**config.mk**
```make
export PLATFORM = sky130hd
export DESIGN_NAME = sprite_frame_fetch
export DESIGN_NICKNAME = d
export VERILOG_FILES = /design/src/rtl/sprite_frame_fetch.sv
export SDC_FILE = /design/constraint.sdc
export NUM_CORES = 1
export LEC_CHECK = 0
export ABC_CLOCK_PERIOD_IN_PS = 15000
export CAP_MARGIN = 20
export CORE_UTILIZATION = 43
export CTS_CLUSTER_DIAMETER = 40
export DETAILED_ROUTE_END_ITERATION = 12
export HOLD_SLACK_MARGIN = 0.1
export PLACE_DENSITY = 0.77
export SLEW_MARGIN = 20
export SYNTH_ARGS = -nofsm -noshare
export SYNTH_HDL_FRONTEND = slang
export SYNTH_SLANG_ARGS = --single-unit
```
**constraint.sdc**
```tcl
create_clock -name clk_i -period 15 [get_ports clk_i]
set_input_delay 3 -clock clk_i [delete_from_list [all_inputs] [get_ports clk_i]]
set_output_delay 3 -clock clk_i [all_outputs]
set_load 0.01 [all_outputs]
```
**src/rtl/sprite_frame_fetch.sv**
```systemverilog
// Sprite frame fetch: per-pixel sprite-ROM addressing with animation frame tracking.
// Latency 2 cycles (pixel sampled -> pix_index/pix_hit registered); runs every cycle, no stall.
// Optional 2x pixel scaling when SPRITE_FETCH_SCALE2_EN is defined (box 2*SPR_W x 2*SPR_H).
module sprite_frame_fetch #(
  parameter int          SPR_W           = 40,
  parameter int          SPR_H           = 40,
  parameter int          NUM_FRAMES      = 4,
  parameter int          FRAME_HOLD      = 6,
  parameter int          ADDR_W          = 13,
  parameter logic [3:0]  TRANSPARENT_IDX = 4'd0
) (
  input  logic              clk_i,
  input  logic              reset_i,
  input  logic              frame_start_i,
  input  logic              run_en_i,
  input  logic              facing_left_i,
  input  logic [9:0]        sprite_x_i,
  input  logic [9:0]        sprite_y_i,
  input  logic [9:0]        draw_x_i,
  input  logic [9:0]        draw_y_i,
  output logic [ADDR_W-1:0] rom_addr_o,
  input  logic [3:0]        rom_data_i,
  output logic [3:0]        pix_index_o,
  output logic              pix_hit_o,
  output logic [1:0]        frame_num_o
);

`ifdef SPRITE_FETCH_SCALE2_EN
  localparam int SCALE_SH = 1;
`else
  localparam int SCALE_SH = 0;
`endif

  localparam logic [10:0] BOX_W    = 11'(SPR_W << SCALE_SH);
  localparam logic [10:0] BOX_H    = 11'(SPR_H << SCALE_SH);
  localparam logic [31:0] FRAME_SZ = 32'(SPR_W * SPR_H);
  localparam logic [31:0] ROW_SZ   = 32'(SPR_W);
  localparam int          HOLD_W   = (FRAME_HOLD > 1) ? $clog2(FRAME_HOLD) : 1;
  localparam logic [HOLD_W-1:0] HOLD_LAST  = HOLD_W'(FRAME_HOLD - 1);
  localparam logic [1:0]        FRAME_LAST = 2'(NUM_FRAMES - 1);

  typedef enum logic {IDLE, RUN} state_t;

  state_t            state_q, state_d;
  logic [HOLD_W-1:0] hold_q, hold_d;
  logic [1:0]        frame_q, frame_d;
  logic              facing_q;

  logic [10:0]       dx, dy, x_hi, y_hi, tex_x, tex_y, xo;
  logic              in_box;
  logic [ADDR_W-1:0] rom_addr_q, rom_addr_d;
  logic              in_box_d1_q, in_box_d2_q;
  logic [3:0]        pix_index_q;
  logic              pix_hit_q, pix_hit_d;

  // Offsets, box test (11-bit so sprites past the screen edge never wrap), mirror and address.
  always_comb begin
    dx     = {1'b0, draw_x_i} - {1'b0, sprite_x_i};
    dy     = {1'b0, draw_y_i} - {1'b0, sprite_y_i};
    x_hi   = {1'b0, sprite_x_i} + BOX_W;
    y_hi   = {1'b0, sprite_y_i} + BOX_H;
    in_box = (draw_x_i >= sprite_x_i) && ({1'b0, draw_x_i} < x_hi) &&
             (draw_y_i >= sprite_y_i) && ({1'b0, draw_y_i} < y_hi);
    tex_x  = dx >> SCALE_SH;
    tex_y  = dy >> SCALE_SH;
    xo     = facing_q ? (11'(SPR_W - 1) - tex_x) : tex_x;
    rom_addr_d = rom_addr_q;
    if (in_box) begin
      rom_addr_d = ADDR_W'(32'(frame_q) * FRAME_SZ + 32'(tex_y) * ROW_SZ + 32'(xo));
    end
    pix_hit_d = in_box_d2_q && (rom_data_i != TRANSPARENT_IDX);
  end

  // Two-stage pixel pipeline: address/box, box delay aligned with ROM, then output register.
  always_ff @(posedge clk_i) begin
    if (reset_i) begin
      rom_addr_q  <= '0;
      in_box_d1_q <= 1'b0;
      in_box_d2_q <= 1'b0;
      pix_index_q <= 4'd0;
      pix_hit_q   <= 1'b0;
    end else begin
      rom_addr_q  <= rom_addr_d;
      in_box_d1_q <= in_box;
      in_box_d2_q <= in_box_d1_q;
      pix_index_q <= rom_data_i;
      pix_hit_q   <= pix_hit_d;
    end
  end

  // Facing is latched only at vertical blank so the mirror never changes mid-frame.
  always_ff @(posedge clk_i) begin
    if (reset_i) begin
      facing_q <= 1'b0;
    end else if (frame_start_i) begin
      facing_q <= facing_left_i;
    end
  end

  // Animation state register.
  always_ff @(posedge clk_i) begin
    if (reset_i) begin
      state_q <= IDLE;
      hold_q  <= '0;
      frame_q <= 2'd0;
    end else begin
      state_q <= state_d;
      hold_q  <= hold_d;
      frame_q <= frame_d;
    end
  end

  // Animation next-state: advances only on frame_start pulses.
  always_comb begin
    state_d = state_q;
    hold_d  = hold_q;
    frame_d = frame_q;
    if (frame_start_i) begin
      case (state_q)
        IDLE: begin
          hold_d  = '0;
          frame_d = 2'd0;
          if (run_en_i) state_d = RUN;
        end
        RUN: begin
          if (!run_en_i) begin
            state_d = IDLE;
            hold_d  = '0;
            frame_d = 2'd0;
          end else if (hold_q == HOLD_LAST) begin
            hold_d  = '0;
            frame_d = (frame_q == FRAME_LAST) ? 2'd0 : frame_q + 2'd1;
          end else begin
            hold_d  = hold_q + 1'b1;
          end
        end
        default: begin
          state_d = IDLE;
          hold_d  = '0;
          frame_d = 2'd0;
        end
      endcase
    end
  end

  // Animation outputs.
  always_comb begin
    frame_num_o = frame_q;
  end

  assign rom_addr_o  = rom_addr_q;
  assign pix_index_o = pix_index_q;
  assign pix_hit_o   = pix_hit_q;

endmodule

```
# Yosys cells after proc, flatten, opt, wreduce, memory -nomap -nowiden
# Cells that the tools add are included.
# totals
input_bits	49
regBits	27
word_cells	43
out_inout_bits	20
# classes
mul	2
n_reduce_logical	6
mux	9
add_sub_neg	9
bitwise_logic	1
n_lt_le_gt_ge	4
n_eq_ne	3
# op_table
cell	count
adder 10 x 6 -> 11 bit, second input constant	2
less-than comparator 10 x 11 -> 1 bit	2
subtractor 10 x 10 -> 11 bit	2
greater-or-equal comparator 10 bit	2
adder 13 x 11 -> 13 bit	1
adder 13 bit	1
multiplier 11 x 3 -> 10 bit, second input constant	1
2-to-1 mux 11 bit	1
subtractor 6 x 11 -> 11 bit, first input constant	1
multiplier 2 x 5 -> 7 bit, second input constant	1
2-to-1 mux 2 bit	3
2-to-1 mux 3 bit	2
one-hot mux 3 bit (2 select lines)	1
logical AND 1 bit	4
one-hot mux 2 bit (2 select lines)	1
nonzero test 4 bit	1
adder 3 x 1 -> 3 bit, second input constant	1
equality test 3 bit, second input constant	1
!= test 3 x 2 -> 1 bit, second input constant	1
adder 2 x 1 -> 2 bit, second input constant	1
equality test 2 bit, second input constant	1
AND reduction 2 bit	1
2-to-1 mux 1 bit	1
NOT 1 bit	1

# Longest topological paths before layout
# depth
word_depth	5
ltp_mapped	23

# Worst setup path after synthesis
# Ideal clock, no wire load.
# synth_path
path_type	input -> register
start	in draw_y_i[0]
end	reg rom_addr_q[12], in the netlist rom_addr_o[12]
setup_slack_ns	7.706
path_buffers	0
cell_stages	22
setup_time_ns	0.095
t_arrival_ns	7.198
path_cell_list	inv_1 ha_1 inv_2 fa_1 a21o_1 a21oi_1 o21ai_0 a21oi_1 xnor2_1 ha_1 ha_1 o21a_1 o21ai_1 nand2_1 fa_1 inv_1 ha_1 a2111oi_0 nor3_1 xnor3_1 or4_1 o311ai_1
# synth_via
elab_chain_cells	4
# synth_rtl
item	line	source
start: declaration	20	input logic [9:0] draw_y_i,
subtractor 10 x 10 -> 11 bit	59	dy = {1'b0, draw_y_i} - {1'b0, sprite_y_i};
multiplier 11 x 3 -> 10 bit	69	rom_addr_d = ADDR_W'(32'(frame_q) * FRAME_SZ + 32'(tex_y) * ROW_SZ + 32'(xo));
adder 13 bit	69	
adder 13 x 11 -> 13 bit	69	
end signal: assignment	83	rom_addr_q <= rom_addr_d;
end: declaration	51	logic [ADDR_W-1:0] rom_addr_q, rom_addr_d;
# Parallel ways exist; a longest one is shown, timed or not.
# A chain may end at the register's enable or synchronous reset.

# Final worst setup path
# layout_path
start	in sprite_y_i[0]
end	reg rom_addr_q[12], in the netlist rom_addr_o[12]
# layout_via
elab_chain_cells	4
# layout_rtl
item	line	source
start: declaration	18	input logic [9:0] sprite_y_i,
subtractor 10 x 10 -> 11 bit	59	
multiplier 11 x 3 -> 10 bit	69	
adder 13 bit	69	
adder 13 x 11 -> 13 bit	69	
# Parallel ways exist; a longest one is shown, timed or not.

==> flow_summary.html <==
<table>
<tr><th>Metric</th><th>Value</th></tr>
<tr><th colspan="2">Layout</th></tr>
<tr><td>Ant. Diodes</td><td>0</td></tr>
<tr><td>Nets</td><td>578</td></tr>
<tr><td>Share of final-layout standard cells stronger than drive strength 1</td><td>3.30%</td></tr>
<tr><td>Area delta synth-&gt;final</td><td>24.3%</td></tr>
<tr><td>Commonest non-fill, non-tap cell in the layout</td><td>clkdlybuf4s50_1</td></tr>
<tr><td>Final instance area</td><td>4160 um2</td></tr>
<tr><td>Commonest cells after routing, fill and taps aside</td><td>clkdlybuf4s50_1, ha_1, inv_1</td></tr>
<tr><th colspan="2">Synthesis</th></tr>
<tr><td>Share of synthesized flip-flops with an asynchronous set or reset</td><td>0%</td></tr>
<tr><td>Yosys top cell area share</td><td>24.3%</td></tr>
<tr><td>Cell type contributing the most total cell area after synthesis</td><td>ha_1</td></tr>
<tr><td>Primary flip-flop cell chosen by synthesis mapping</td><td>dfxtp_1</td></tr>
<tr><td>Post-synthesis average cell area</td><td>8.59 um2</td></tr>
<tr><td>Total number of yosys warnings</td><td>0</td></tr>
<tr><td>Synth cell types</td><td>53</td></tr>
<tr><td>Post-synth net total</td><td>511</td></tr>
<tr><td>#FFs+latches synth</td><td>27</td></tr>
<tr><td>Post-Syn Area</td><td>3340 um2</td></tr>
<tr><td>Cells taking the most area after synthesis</td><td>ha_1, dfxtp_1, xnor2_1</td></tr>
<tr><td>Post-Syn Instances</td><td>389</td></tr>
<tr><td>Share of synthesized area occupied by flip-flops and latches</td><td>16.2%</td></tr>
<tr><td>EDFF count, synth</td><td>0</td></tr>
<tr><th colspan="2">Status</th></tr>
<tr><td>Status</td><td>finished clean</td></tr>
<tr><th colspan="2">CTS</th></tr>
<tr><td>Maximum level of the CTS H-tree</td><td>1</td></tr>
<tr><td>TritonCTS clock tree</td><td>built</td></tr>
<tr><td>Inserted Clock Buffers</td><td>3</td></tr>
<tr><td>Count of hold buffers inserted by post-cts repair</td><td>0</td></tr>
<tr><td>Clock Root Buffer</td><td>clkbuf_8</td></tr>
<tr><td>Clock edge transition at the registers on the reported setup and hold paths</td><td>90 ps</td></tr>
<tr><td>Post-CTS setup-driven buffer insertion count</td><td>0</td></tr>
<tr><td>Maximum number of buffers from clock root to sink</td><td>2</td></tr>
<tr><td>Worst-skew pair later-pin latency</td><td>270 ps</td></tr>
<tr><td># clock sinks</td><td>27</td></tr>
<tr><td>Post-cts repair resize count</td><td>0</td></tr>
<tr><th colspan="2">Timing</th></tr>
<tr><td>Count of final max-slew check failures</td><td>0</td></tr>
<tr><td>Worst clock skew</td><td>1.80 ps</td></tr>
<tr><td>Finish-stage setup viols</td><td>0</td></tr>
<tr><td>Setup repair after global routing missed its margin</td><td>false</td></tr>
<tr><td>Slew of the pin with the lowest slew margin</td><td>974 ps</td></tr>
<tr><td>Share of the cycle needed by the critical path after routing</td><td>52.0%</td></tr>
<tr><td>Sum of negative setup slack</td><td>0 ps</td></tr>
<tr><td>Final hold viol count</td><td>0</td></tr>
<tr><td>Highest clock frequency the design can meet</td><td>128 MHz</td></tr>
<tr><td>Worst Slack Setup Final</td><td>7200 ps</td></tr>
<tr><td>Relative slew margins</td><td>34.9%</td></tr>
<tr><td>Clock period minus worst slack</td><td>7800 ps</td></tr>
<tr><th colspan="2">Global route</th></tr>
<tr><td>Remaining Overflow, GRT</td><td>0</td></tr>
<tr><td>Global routing usage summed across all routing layers</td><td>16.2%</td></tr>
<tr><td>Global-route wire length before repair</td><td>11300 um</td></tr>
<tr><td>Vias in the first global route</td><td>2742</td></tr>
<tr><td>Pin count of the biggest net entering global routing</td><td>30</td></tr>
<tr><td>Number of antenna violations at the first check in global routing</td><td>0</td></tr>
<tr><th colspan="2">Routing</th></tr>
<tr><td>Remaining number of nets flagged by the antenna check after routing</td><td>0</td></tr>
<tr><td>Pre-antenna DRT Iters</td><td>4</td></tr>
<tr><td>Routed wire length per instance</td><td>12.2 um</td></tr>
<tr><td># DRC</td><td>0</td></tr>
<tr><td>DRT iter0 DRCs</td><td>57</td></tr>
<tr><td>Detail-routed via count per cell</td><td>5.22</td></tr>
<tr><td>Final routed wirelength across all metal layers</td><td>6770 um</td></tr>
<tr><td>Vias post-DR</td><td>2894</td></tr>
<tr><th colspan="2">Worst setup path</th></tr>
<tr><td>Kind of cell adding the most delay to the critical path</td><td>adder cells</td></tr>
<tr><td>Setup slack of the most critical reg-to-reg path</td><td>11360 ps</td></tr>
<tr><td>Chain of cells forming the critical path</td><td>clkdlybuf4s50_1, ha_1, inv_2, fa_1, a21o_1, a21oi_1, o21ai_0, a21oi_1, xnor2_1, ha_1, ha_1, o21a_1, o21ai_1, nand2_1, fa_1, inv_1, ha_1, a2111oi_0, nor3_1, xnor3_1, or4_1, o311ai_1</td></tr>
<tr><td>Required time at the endpoint of the critical path</td><td>15170 ps</td></tr>
<tr><td>Critical path class</td><td>in -&gt; reg</td></tr>
<tr><td>Startpoint class of the critical path</td><td>input port</td></tr>
<tr><td>Buffers and inverters on the worst path</td><td>3</td></tr>
<tr><td>Maximum fanout count along the critical path</td><td>5</td></tr>
<tr><td>Depth of the worst register-to-register path</td><td>13</td></tr>
<tr><td>Max incr delay on CP</td><td>480 ps</td></tr>
<tr><td>Data arrival, critical path</td><td>7970 ps</td></tr>
<tr><td>Cell seen most often among critical-path stages</td><td>ha_1</td></tr>
<tr><td>Critical path depth</td><td>22</td></tr>
<tr><td>Critical-path cell with the highest stage delay</td><td>fa_1</td></tr>
<tr><td>Nature of the critical path endpoint</td><td>flip-flop</td></tr>
<tr><th colspan="2">Floorplanning</th></tr>
<tr><td># IOs</td><td>69</td></tr>
<tr><td>Area of the core region</td><td>7370 um2</td></tr>
<tr><td>Die extent in y</td><td>90.2 um</td></tr>
<tr><td>Area of the die</td><td>8130 um2</td></tr>
<tr><td>Number of placement rows</td><td>31</td></tr>
<tr><td>Initial standard-cell utilization of the core</td><td>45.4%</td></tr>
<tr><td>Width of the chip</td><td>90.2 um</td></tr>
<tr><th colspan="2">Min path</th></tr>
<tr><td>Hold Path Depth</td><td>1</td></tr>
<tr><td>Class of the tightest hold or removal check</td><td>reg -&gt; reg</td></tr>
<tr><th colspan="2">Power</th></tr>
<tr><td>Total leakage power</td><td>1.84 nW</td></tr>
<tr><td>PD cells</td><td>117 nW/um2</td></tr>
<tr><td>VDD IR max</td><td>0.0670 mV</td></tr>
<tr><th colspan="2">Placement</th></tr>
<tr><td>Post-placement cell area</td><td>4110 um2</td></tr>
<tr><td>Detailed placement HPWL</td><td>5940 um</td></tr>
<tr><td>Setup Slack @ Placement</td><td>6960 ps</td></tr>
<tr><td>Port buffer count</td><td>68</td></tr>
<tr><td>Final weighted congestion in routability-driven placement</td><td>0.799</td></tr>
<tr><th colspan="2">Job</th></tr>
<tr><td>Max capacitance violation total</td><td>0</td></tr>
</table>
layout make-up:
type,instances,area [um2]
Clock inverter,1,5.00
Fill cell,680,3210
Multi-Input combinational cell,308,2580
Tap cell,99,124
Clock buffer,3,41.3
Sequential cell,27,541
Timing Repair Buffer,68,681
Inverter,48,180
worst paths after layout:
check | startpoint | end
max reg2reg | facing_q | rom_addr_o[12]
max | sprite_y_i[0] | rom_addr_o[12]
min reg2reg | in_box_d1_q | in_box_d2_q
min | in_box_d1_q | in_box_d2_q
synthesized netlist by cell type (all sizes together), types with 2 or more instances:
| library cell | n |
|---|---|
| o21bai | 4 |
| clkbuf | 4 |
| or3 | 4 |
| dfxtp | 27 |
| nand2 | 19 |
| fa | 8 |
| a211o | 2 |
| o211ai | 2 |
| nor4 | 4 |
| or4 | 2 |
| nor2b | 10 |
| nand3 | 4 |
| o21ai | 12 |
| ha | 65 |
| a21oi | 31 |
| mux2i | 12 |
| inv | 48 |
| o2111ai | 3 |
| buf | 2 |
| nand2b | 3 |
| xnor2 | 36 |
| a21o | 9 |
| nor3b | 2 |
| a211oi | 5 |
| nor2 | 30 |
| o21a | 4 |
| o31ai | 2 |
| nor3 | 6 |
| xor2 | 12 |
| a2111oi | 2 |
sequential cells by signal (all words and copies together) (netlist names):
name	count
in_box_d2_q	1
in_box_d1_q	1
pix_hit_o	1
state_q	1
frame_num_o	2
hold_q	3
facing_q	1
rom_addr_o	13
pix_index_o	4
power by group:
| group | total, W | internal [W] | switching (W) | leakage, nW |
|---|---|---|---|---|
| Sequential | 0.0000837 | 0.0000792 | 0.00000452 | 0.220 |
| Clock | 0.0000397 | 0.0000186 | 0.0000212 | 0.0255 |
| Combinational | 0.000363 | 0.000183 | 0.000180 | 1.59 |
per-stage QoR:
stage / cells / power [W] / util [%] / hold WS [ps]
2_1_floorplan: 389 / 0.000366 / - / 414
3_3_place_gp: 550 / 0.000437 / 55.8 / 421
3_5_place_dp: 550 / 0.000447 / 55.8 / 449
4_1_cts: 554 / 0.000490 / 56.4 / 464
5_1_grt: 554 / 0.000536 / 56.4 / 481
6_report: 554 / 0.000486 / 56.4 / 459
kinds of logic (layout without fill, tap and decap cells):
group,count (synthesis),in the layout,synth area share (%)
simple gates,89,89,13.1
compound gates,84,84,17.4
fa+ha+maj,73,73,29.1
buf+inv,54,120,6.51
xor+xnor,49,49,13.8
flops,27,27,16.2
mux,13,13,3.93
per-layer routing:
layer | GRT usage [%] | wire length, um
met5 | 0 | 0
met4 | 2.82 | 53
met2 | 30.9 | 3460
met3 | 2.12 | 220
met1 | 19.4 | 3030
(Power assumes the default switching activity.)
